File: config.mk
export PLATFORM = sky130hd
export DESIGN_NAME = uart_rx_framed_flat
export DESIGN_NICKNAME = d
export VERILOG_FILES = /design/src/rtl/uart_pkg.sv /design/src/rtl/uart_rx_framed_if.sv /design/src/rtl/uart_rx_sampler.sv /design/src/rtl/uart_rx_framed.sv /design/src/flat_wrapper.sv
export SDC_FILE = /design/constraint.sdc
export NUM_CORES = 1
export LEC_CHECK = 0
export BUFFER_PORTS_ARGS = -buffer_cell sky130_fd_sc_hd__clkbuf_2
export CORE_ASPECT_RATIO = 0.8
export CORE_MARGIN = 3
export CORE_UTILIZATION = 25
export DETAILED_ROUTE_END_ITERATION = 8
export PLACE_DENSITY_LB_ADDON = 0.2
export SYNTH_ARGS = -nofsm -noshare
export SYNTH_HDL_FRONTEND = slang
export SYNTH_SLANG_ARGS = --single-unit
File: constraint.sdc
create_clock -name i_clock -period 2.2 [get_ports i_clock]
set_input_delay 0.11 -clock i_clock [delete_from_list [all_inputs] [get_ports i_clock]]
set_output_delay 0.11 -clock i_clock [all_outputs]
set_load 0.1 [all_outputs]
File: src/rtl/uart_pkg.sv
// Shared UART definitions: receiver state encoding, parity modes and a 3-input majority helper.
package uart_pkg;

  localparam int PAR_NONE = 0;
  localparam int PAR_EVEN = 1;
  localparam int PAR_ODD  = 2;

  typedef enum logic [2:0] {
    ST_IDLE,
    ST_START,
    ST_DATA,
    ST_PARITY,
    ST_STOP,
    ST_BRK_WAIT
  } rx_state_e;

  function automatic logic maj3(input logic a, input logic b, input logic c);
    return (a & b) | (a & c) | (b & c);
  endfunction

endpackage

File: src/rtl/uart_rx_framed_if.sv
// Serial line, oversample strobe and received-frame result bundle for the UART receiver.
interface uart_rx_framed_if #(
  parameter int DBIT = 8
);
  logic            i_rx;
  logic            i_s_tick;
  logic            o_rx_done_tick;
  logic [DBIT-1:0] o_data;
  logic            o_parity_err;
  logic            o_frame_err;
  logic            o_break;

  modport master (
    output i_rx, i_s_tick,
    input  o_rx_done_tick, o_data, o_parity_err, o_frame_err, o_break
  );

  modport slave (
    input  i_rx, i_s_tick,
    output o_rx_done_tick, o_data, o_parity_err, o_frame_err, o_break
  );
endinterface

File: src/rtl/uart_rx_sampler.sv
// Two-flop line synchronizer plus a three-sample majority voter for mid-bit decisions.
module uart_rx_sampler
  import uart_pkg::*;
(
  input  logic i_clock,
  input  logic i_reset,
  input  logic i_rx,
  input  logic i_sample,
  output logic o_rx_s,
  output logic o_vote_now,
  output logic o_vote
);

  logic [1:0] sync_q, sync_d;
  logic [2:0] samp_q, samp_d;

  always_comb begin
    sync_d = {sync_q[0], i_rx};
    samp_d = samp_q;
    if (i_sample) samp_d = {samp_q[1:0], sync_q[1]};
  end

  // Synchronizer resets to the idle-high line level so reset never looks like a start bit.
  always_ff @(posedge i_clock) begin
    if (i_reset) begin
      sync_q <= 2'b11;
      samp_q <= '0;
    end else begin
      sync_q <= sync_d;
      samp_q <= samp_d;
    end
  end

  assign o_rx_s     = sync_q[1];
  // Vote including the sample being taken this cycle, for the early start-bit glitch check.
  assign o_vote_now = maj3(samp_q[1], samp_q[0], sync_q[1]);
  assign o_vote     = maj3(samp_q[2], samp_q[1], samp_q[0]);

endmodule

File: src/rtl/uart_rx_framed.sv
// Oversampling UART receiver with optional parity, framing-error and break detection.
//   state       | meaning
//   ST_IDLE     | line idle, waiting for rx_s low
//   ST_START    | validating start bit, glitch reject at mid-bit
//   ST_DATA     | shifting DBIT data bits, LSB first
//   ST_PARITY   | sampling the parity bit
//   ST_STOP     | sampling first stop bit, timing the SB_TICK stop period
//   ST_BRK_WAIT | stop bit was low, waiting for the line to return high
module uart_rx_framed
  import uart_pkg::*;
#(
  parameter int DBIT    = 8,
  parameter int PARITY  = 0,
  parameter int OVS     = 16,
  parameter int SB_TICK = 16
) (
  input logic             i_clock,
  input logic             i_reset,
  uart_rx_framed_if.slave bus
);

  localparam int TW = $clog2(2 * OVS);
  localparam int NW = $clog2(DBIT + 1);
  localparam logic [TW-1:0] T_S0       = TW'(OVS / 2 - 1);
  localparam logic [TW-1:0] T_S2       = TW'(OVS / 2 + 1);
  localparam logic [TW-1:0] T_BIT_END  = TW'(OVS - 1);
  localparam logic [TW-1:0] T_STOP_END = TW'(SB_TICK - 1);
  localparam logic [NW-1:0] N_LAST     = NW'(DBIT - 1);

  rx_state_e       state_q, state_d;
  logic [TW-1:0]   tick_q, tick_d;
  logic [NW-1:0]   nbit_q, nbit_d;
  logic [DBIT-1:0] shift_q, shift_d;
  logic            par_q, par_d;
  logic            any_hi_q, any_hi_d;
  logic            done_q, done_d;
  logic [DBIT-1:0] data_q, data_d;
  logic            perr_q, perr_d;
  logic            ferr_q, ferr_d;
  logic            brk_q, brk_d;

  logic rx_s, vote_now, vote, sample, in_frame, brk_v, par_x;

  assign in_frame = (state_q == ST_START) || (state_q == ST_DATA) ||
                    (state_q == ST_PARITY) || (state_q == ST_STOP);
  assign sample   = bus.i_s_tick && in_frame && (tick_q >= T_S0) && (tick_q <= T_S2);

  uart_rx_sampler u_sampler (
    .i_clock    (i_clock),
    .i_reset    (i_reset),
    .i_rx       (bus.i_rx),
    .i_sample   (sample),
    .o_rx_s     (rx_s),
    .o_vote_now (vote_now),
    .o_vote     (vote)
  );

  always_comb begin
    state_d  = state_q;
    tick_d   = tick_q;
    nbit_d   = nbit_q;
    shift_d  = shift_q;
    par_d    = par_q;
    any_hi_d = any_hi_q;
    done_d   = 1'b0;
    data_d   = data_q;
    perr_d   = perr_q;
    ferr_d   = ferr_q;
    brk_d    = brk_q;
    brk_v    = 1'b0;
    par_x    = (^shift_q) ^ par_q;
    case (state_q)
      ST_IDLE: begin
        tick_d = '0;
        if (!rx_s) state_d = ST_START;
      end
      ST_START: if (bus.i_s_tick) begin
        if (tick_q == T_S2 && vote_now) begin
          state_d = ST_IDLE;
          tick_d  = '0;
        end else if (tick_q == T_BIT_END) begin
          state_d  = ST_DATA;
          tick_d   = '0;
          nbit_d   = '0;
          any_hi_d = 1'b0;
        end else begin
          tick_d = tick_q + 1'b1;
        end
      end
      ST_DATA: if (bus.i_s_tick) begin
        if (tick_q == T_BIT_END) begin
          tick_d   = '0;
          shift_d  = {vote, shift_q[DBIT-1:1]};
          any_hi_d = any_hi_q | vote;
          if (nbit_q == N_LAST) state_d = (PARITY != PAR_NONE) ? ST_PARITY : ST_STOP;
          else                  nbit_d  = nbit_q + 1'b1;
        end else begin
          tick_d = tick_q + 1'b1;
        end
      end
      ST_PARITY: if (bus.i_s_tick) begin
        if (tick_q == T_BIT_END) begin
          tick_d   = '0;
          par_d    = vote;
          any_hi_d = any_hi_q | vote;
          state_d  = ST_STOP;
        end else begin
          tick_d = tick_q + 1'b1;
        end
      end
      ST_STOP: if (bus.i_s_tick) begin
        if (tick_q == T_STOP_END) begin
          // Break: every data, parity and stop sample low; data is forced to zero.
          brk_v   = !any_hi_q && !vote;
          done_d  = 1'b1;
          data_d  = brk_v ? '0 : shift_q;
          ferr_d  = !vote;
          brk_d   = brk_v;
          perr_d  = (PARITY == PAR_EVEN) ? par_x : (PARITY == PAR_ODD) ? !par_x : 1'b0;
          tick_d  = '0;
          state_d = vote ? ST_IDLE : ST_BRK_WAIT;
        end else begin
          tick_d = tick_q + 1'b1;
        end
      end
      ST_BRK_WAIT: if (rx_s) state_d = ST_IDLE;
      default: state_d = ST_IDLE;
    endcase
  end

  always_ff @(posedge i_clock) begin
    if (i_reset) begin
      state_q  <= ST_IDLE;
      tick_q   <= '0;
      nbit_q   <= '0;
      shift_q  <= '0;
      par_q    <= 1'b0;
      any_hi_q <= 1'b0;
      done_q   <= 1'b0;
      data_q   <= '0;
      perr_q   <= 1'b0;
      ferr_q   <= 1'b0;
      brk_q    <= 1'b0;
    end else begin
      state_q  <= state_d;
      tick_q   <= tick_d;
      nbit_q   <= nbit_d;
      shift_q  <= shift_d;
      par_q    <= par_d;
      any_hi_q <= any_hi_d;
      done_q   <= done_d;
      data_q   <= data_d;
      perr_q   <= perr_d;
      ferr_q   <= ferr_d;
      brk_q    <= brk_d;
    end
  end

  assign bus.o_rx_done_tick = done_q;
  assign bus.o_data         = data_q;
  assign bus.o_parity_err   = perr_q;
  assign bus.o_frame_err    = ferr_q;
  assign bus.o_break        = brk_q;

endmodule

File: src/flat_wrapper.sv
// flat-port wrapper written by rule: the top's interface ports become plain ports
module uart_rx_framed_flat import uart_pkg::*;
#(
  parameter int DBIT    = 8,
  parameter int PARITY  = 0,
  parameter int OVS     = 16,
  parameter int SB_TICK = 16
)
  (i_clock, i_reset, bus_i_rx, bus_i_s_tick, bus_o_rx_done_tick, bus_o_data, bus_o_parity_err, bus_o_frame_err, bus_o_break);
  uart_rx_framed_if #(.DBIT(DBIT)) bus_i ();
  input logic i_clock;
  input logic i_reset;
  input wire logic [$bits(bus_i.i_rx)-1:0] bus_i_rx;
  input wire logic [$bits(bus_i.i_s_tick)-1:0] bus_i_s_tick;
  output wire logic [$bits(bus_i.o_rx_done_tick)-1:0] bus_o_rx_done_tick;
  output wire logic [$bits(bus_i.o_data)-1:0] bus_o_data;
  output wire logic [$bits(bus_i.o_parity_err)-1:0] bus_o_parity_err;
  output wire logic [$bits(bus_i.o_frame_err)-1:0] bus_o_frame_err;
  output wire logic [$bits(bus_i.o_break)-1:0] bus_o_break;
  assign bus_i.i_rx = bus_i_rx;
  assign bus_i.i_s_tick = bus_i_s_tick;
  assign bus_o_rx_done_tick = bus_i.o_rx_done_tick;
  assign bus_o_data = bus_i.o_data;
  assign bus_o_parity_err = bus_i.o_parity_err;
  assign bus_o_frame_err = bus_i.o_frame_err;
  assign bus_o_break = bus_i.o_break;
  uart_rx_framed #(.DBIT(DBIT), .PARITY(PARITY), .OVS(OVS), .SB_TICK(SB_TICK)) u_core (.i_clock(i_clock), .i_reset(i_reset), .bus(bus_i));
endmodule
# Word level (Yosys, flattened, before mapping)
# Index checks and enable logic that the tools add are counted.
[totals]
reg_bits = 37
wordCells = 109
in_bits = 4
[classes]
eq_ne = 25
n_reduce_logical = 23
muxes = 34
magnitude_cmp = 2
bitwise = 12
n_addsub = 2
[ops]
columns = ["cell", "count"]
rows = [
  ["3-bit two-way mux", 13],
  ["2-bit inequality test, second input constant", 13],
  ["4-bit two-way mux", 6],
  ["5-bit two-way mux", 4],
  ["3-bit one-hot mux with 6 select lines", 1],
  ["5-bit one-hot mux with 3 select lines", 1],
  ["11-bit AND reduction", 1],
  ["5-bit by 4-bit equality test with 1-bit output, second input constant", 2],
  ["3-bit AND reduction", 3],
  ["8-bit two-way mux", 1],
  ["4-bit one-hot mux with 2 select lines", 1],
  ["7-bit AND reduction", 1],
  ["3-bit by 2-bit equality test with 1-bit output, second input constant", 2],
  ["3-bit equality test, second input constant", 2],
  ["1-bit two-way mux", 6],
  ["2-bit by 1-bit inequality test with 1-bit output, second input constant", 3],
  ["6-bit AND reduction", 1],
  ["3-bit OR reduction", 2],
  ["5-bit by 1-bit adder with 5-bit output, second input constant", 1],
  ["1-bit AND", 5],
  ["5-bit by 3-bit greater-or-equal comparator with 1-bit output, second input constant", 1],
  ["5-bit by 4-bit <= comparator with 1-bit output, second input constant", 1],
  ["1-bit logical AND", 5],
  ["1-bit bitwise OR", 5],
  ["12 further kinds", 17],
]

# Depth between registers and ports, before layout
[depth]
ltp_word = 7
ltp_mapped = 8

# Hierarchy
# A second synthesis with hierarchy kept.
[unflattened]
hier_cells = 204
hier_area_um2 = 1790.5
[by_module_without_submodules]
columns = ["mod", "cells_each", "n_inst", "area_each_um2"]
rows = [
  ["uart_rx_framed", 189, 1, 1614.0],
  ["uart_rx_sampler", 15, 1, 176.4],
]

# Worst setup path before layout
# OpenSTA, ideal clock, no wires.
[synth_path]
path_type = "flip-flop to flip-flop"
startpoint = "register u_core.tick_q[0]"
endpoint = "register u_core.data_q[0], in the netlist u_core.bus.o_data[0]"
setup_slack_ns = 0.373
synth_period_minus_slack_ns = 1.827
path_stages_with_launch = 6
path_buffers = 0
t_arrival_ns = 1.710
setup_ns = 0.118
required_time_ns = 2.082
cell_sequence = "dfxtp_1 > ha_1 > nand3_1 > nor3_1 > a31oi_1 > a22o_1"
[synth_between]
elab_chain_len = 2
[synth_lines]
columns = ["item", "line_no", "text"]
rows = [
  ["start, declared", "uart_rx_framed.sv:31", "logic [TW-1:0] tick_q, tick_d;"],
  ["start signal, assigned", "uart_rx_framed.sv:146", "tick_q <= tick_d;"],
  ["5-bit by 4-bit equality test with 1-bit output", "uart_rx_framed.sv:112", "if (tick_q == T_STOP_END) begin"],
  ["3-bit AND reduction (no source line)", "--", ""],
  ["end signal, assigned", "uart_rx_framed.sv:152", "data_q <= data_d;"],
  ["end, declared", "uart_rx_framed.sv:37", "logic [DBIT-1:0] data_q, data_d;"],
]
# No other way between the ends.
# A chain may end at the register's enable or synchronous reset.

# Worst setup path in the final report
[layout_path]
startpoint = "register u_core.tick_q[0]"
endpoint = "register u_core.tick_q[1]"
[layout_between]
elab_chain_len = 5
[layout_lines]
columns = ["item", "line_no", "text"]
rows = [
  ["5-bit by 1-bit adder with 5-bit output (tied with other cells)", "--", ""],
  ["5-bit two-way mux or 1-bit logical AND (tied branches)", "--", ""],
  ["5-bit two-way mux", "uart_rx_framed.sv:78", "if (tick_q == T_S2 && vote_now) begin"],
  ["5-bit two-way mux", "uart_rx_framed.sv:77", "ST_START: if (bus.i_s_tick) begin"],
  ["5-bit one-hot mux with 3 select lines *", "uart_rx_framed.sv:72", "case (state_q)"],
]
# Mark *: on every way between the ends. The rest lies on a longest branch, timed or not. The select of a mux whose other input is x is not followed.

==> impl_metrics.tcl <==
set metrics [dict create \
    syn-cell-area_sq_mm 0.00169 \
    hold_class "in2reg" \
    fin_nets 215 \
    power_frac_comb_pct 14.0 \
    grt_pass1_wl_microns 6390 \
    drv_slew 0 \
    first_pass_iters 4 \
    placed_area_sq_mm 0.00186 \
    post_cts_buffers 0 \
    htreeDepth 2 \
    grt_overflow 0 \
    critPathLaunch "u_core.tick_q[0]" \
    crit_path_cell_trace "ha_1, or4bb_1, nor3_2, o211ai_1, a22oi_1, nor2_1" \
    status "completed" \
    cts-root-buf "clkbuf_8" \
    worstPathArrival_ns 2.15 \
    synth_seq_cells 37 \
    slew_headroom_pct 63.6 \
    grt.total_usage_pct 10.2 \
    drc 0 \
    grt_pass1_vias 1236 \
    p_leak_nw 0.753 \
    fill_cells 691 \
    wl_microns 3620 \
    cts_buffers 5 \
    core.rowCount 26 \
    yosys-top-cells-area "dfxtp_1, nand2_1, a21oi_1, a22o_1, nor2_1" \
    synth_cell_type_count 45 \
    rsz0062_at_grt "no" \
    avgRoutedWirePerCell_microns 12.4 \
    clock_sinks 37 \
    power.switching_uw 423 \
    cts_tree "done" \
    drive_gt1_share_pct 21.1 \
    grt_max_degree 19 \
    crit_family "simple AND/OR/NAND/NOR gates" \
    hp-start "i_reset" \
    worstPathRequired_ns 2.38 \
    die_w_microns 97.9 \
    netlist.area_leader.share_pct 43.9 \
    slowest_stage "dfxtp_1" \
    setup_tns_ns 0 \
    coreArea_sq_mm 0.00647 \
    finalInstanceArea_sq_mm 0.00203 \
    cts.clk_slew.worst_paths_ns 0.08 \
    setup.worst_path.start_class "flop" \
    clk_latency_ns 0.29 \
    syn_nets 198 \
    cp_num_buf_inv 0 \
    clk_path_buf_depth 2 \
    r2r-start "u_core.tick_q[0]" \
    synth_edf_count 0 \
    syn-instance-count 191 \
    area_delta_synth_final_pct 20.0 \
    tightest_slew_ns 0.545 \
    finalSetupViolations 0 \
    die_y_microns 79.5 \
    globalplace.congestion 0.718 \
    p_int_mw 1.24 \
    max_cap_viol_count 0 \
    io_buffers 14 \
    synth_top_area_cell "dfxtp_1" \
    cp_max_fo 7 \
    fin_crit_ns 1.97 \
    clock-skew-final_ns 0.0112 \
    async_flop_share_pct 0 \
    max_stage_delay_ns 0.45 \
    rrSetupSlack_ns 0.23 \
    post-dp-hpwl_microns 2540 \
    synth.most_common_cell "dfxtp_1" \
    timing.final.ws_setup_ns 0.232 \
    start_util_pct 26.1 \
    vias 1365 \
    syn_avg_cell_area_sq_um 8.84 \
    hold_viol 0 \
    vias_per_cell 4.66 \
    regArea_sq_um 741 \
    netlist_top_cells_count "dfxtp_1, nand2_1, nor2_1" \
    power_density_mw_per_mm2 819 \
    n_antenna_cell 0 \
    postRouteAntennaNets 0 \
    fin_crit_sh_pct 89.5 \
    ios 16 \
    antenna_found_initial 0 \
    dieArea_sq_mm 0.00779 \
    multi_input_area_sq_um 900 \
    seq_power_share_pct 43.2 \
    critical_path_class "reg2reg" \
    ir_worst_vdd_uv 336 \
    seq_area_frac_synth_pct 43.9 \
    detail_route.iter0.violations 47 \
    worstSetupEndpointType "flop" \
    sw_frac_of_total_pct 25.5 \
    place_ws_ns 0.190 \
    p_clk_share_pct 42.9 \
    clock.fmax_ghz 0.508 \
    synth-main-ff-cell "dfxtp_1" \
    yosysWarnings 0 \
]
-- layout make-up --
cell class	count	share of cell area (%)
multi-input cells	138	44.4
flip-flops and latches	37	36.5
repair buffers	21	6.17
well taps	84	5.19
clock buffers	5	3.40
clock inverters	3	3.40
inverters	5	0.926
-- power by group through the flow --
stage	clock network, mW	registers [mW]	logic (mW)
2_1_floorplan	0	0.724	0.196
3_3_place_gp	0	0.732	0.231
3_5_place_dp	0	0.730	0.230
4_1_cts	0.742	0.715	0.232
5_1_grt	0.763	0.721	0.262
6_report	0.712	0.717	0.232
-- metal layers --
metal,wire [microns],part of all wire (%),vias to the layer above,GRT usage (%)
met5,0,0,-,0
met4,57,1.6,0,4.15
met3,105,2.9,5,2.36
met2,1370,38,21,14.2
met1,2090,58,625,15.0
li1,-,-,714,-
-- flip-flops by register name (all words and copies together), names as in the netlist, 2 cells and up --
name and cells:
u_core.bus.o_data 8, u_core.shift_q 8, u_core.tick_q 5, u_core.nbit_q 4
u_core.state_q 3, u_core.u_sampler.samp_q 3, u_core.u_sampler.sync_q 2
-- metrics by stage --
step           std cells  power (mW)  hold slack (ns)  util (%)
2_1_floorplan        191       0.920            0.214         -
3_3_place_gp         284       0.964            0.296      28.7
3_5_place_dp         284       0.960            0.300      28.7
4_1_cts              293        1.69            0.232      30.9
5_1_grt              293        1.75            0.255      31.3
6_report             293        1.66            0.236      31.3
-- cell usage in the layout, fill, tap and decap left out, types with 2 or more instances in the layout --
cell type / Yosys / layout
a31oi_1: 3 / 2
inv_1: 5 / 5
nand3b_1: 6 / 6
o31ai_1: 3 / 3
ha_1: 3 / 2
nand2_1: 22 / 22
nand3_1: 3 / 3
dfxtp_1: 37 / 37
buf_4: 2 / 6
or2_2: 5 / 5
nor2_1: 18 / 18
clkbuf_2: 1 / 14
nor3b_1: 3 / 3
a22oi_1: 4 / 4
bufinv_16: 0 / 2
a22o_1: 8 / 8
a21oi_1: 16 / 16
or3_4: 1 / 2
mux2i_1: 4 / 4
clkbuf_8: 0 / 5
nand2b_1: 4 / 4
nor3_1: 5 / 3
nor3_2: 1 / 3
o21ai_0: 8 / 8
-- path summary, 6_finish.rpt --
kind / cells past startpoint / end
setup / recovery: 6 / u_core.tick_q[1]
hold / removal: 2 / u_core.shift_q[6]
setup reg to reg: 6 / u_core.tick_q[1]
hold reg to reg: 1 / u_core.u_sampler.sync_q[1]
-- logic make-up (layout without fill, tap and decap cells) --
group / count (synthesis) / count (layout) / synth area share, %
AOI/OAI and AO/OA: 49 / 49 / 20.4
xor gates and xnor gates: 1 / 1 / 0.519
adders and majority gates: 5 / 5 / 3.48
buffers and inverters: 16 / 34 / 4.30
DFF: 37 / 37 / 43.9
muxes: 4 / 4 / 2.37
other: 1 / 1 / 0.222
and+or+nand+nor: 78 / 78 / 24.8
-- repair_timing --
action | 4_1_cts | 5_1_grt
gates resized for setup | 0 | 5
setup endpoints to repair | 0 | 12
hold endpoints to repair | 1 | 0
hold buffers | 1 | 0
-- worst reg2reg max path, cell delays in order, from the launching register on --
cell and delay, ns:
dfxtp_1 0.45, ha_1 0.20, or4bb_1 0.44, nor3_2 0.25, o211ai_1 0.23, a22oi_1 0.23, nor2_1 0.05
Note: power is estimated with default switching activity, not from simulation.
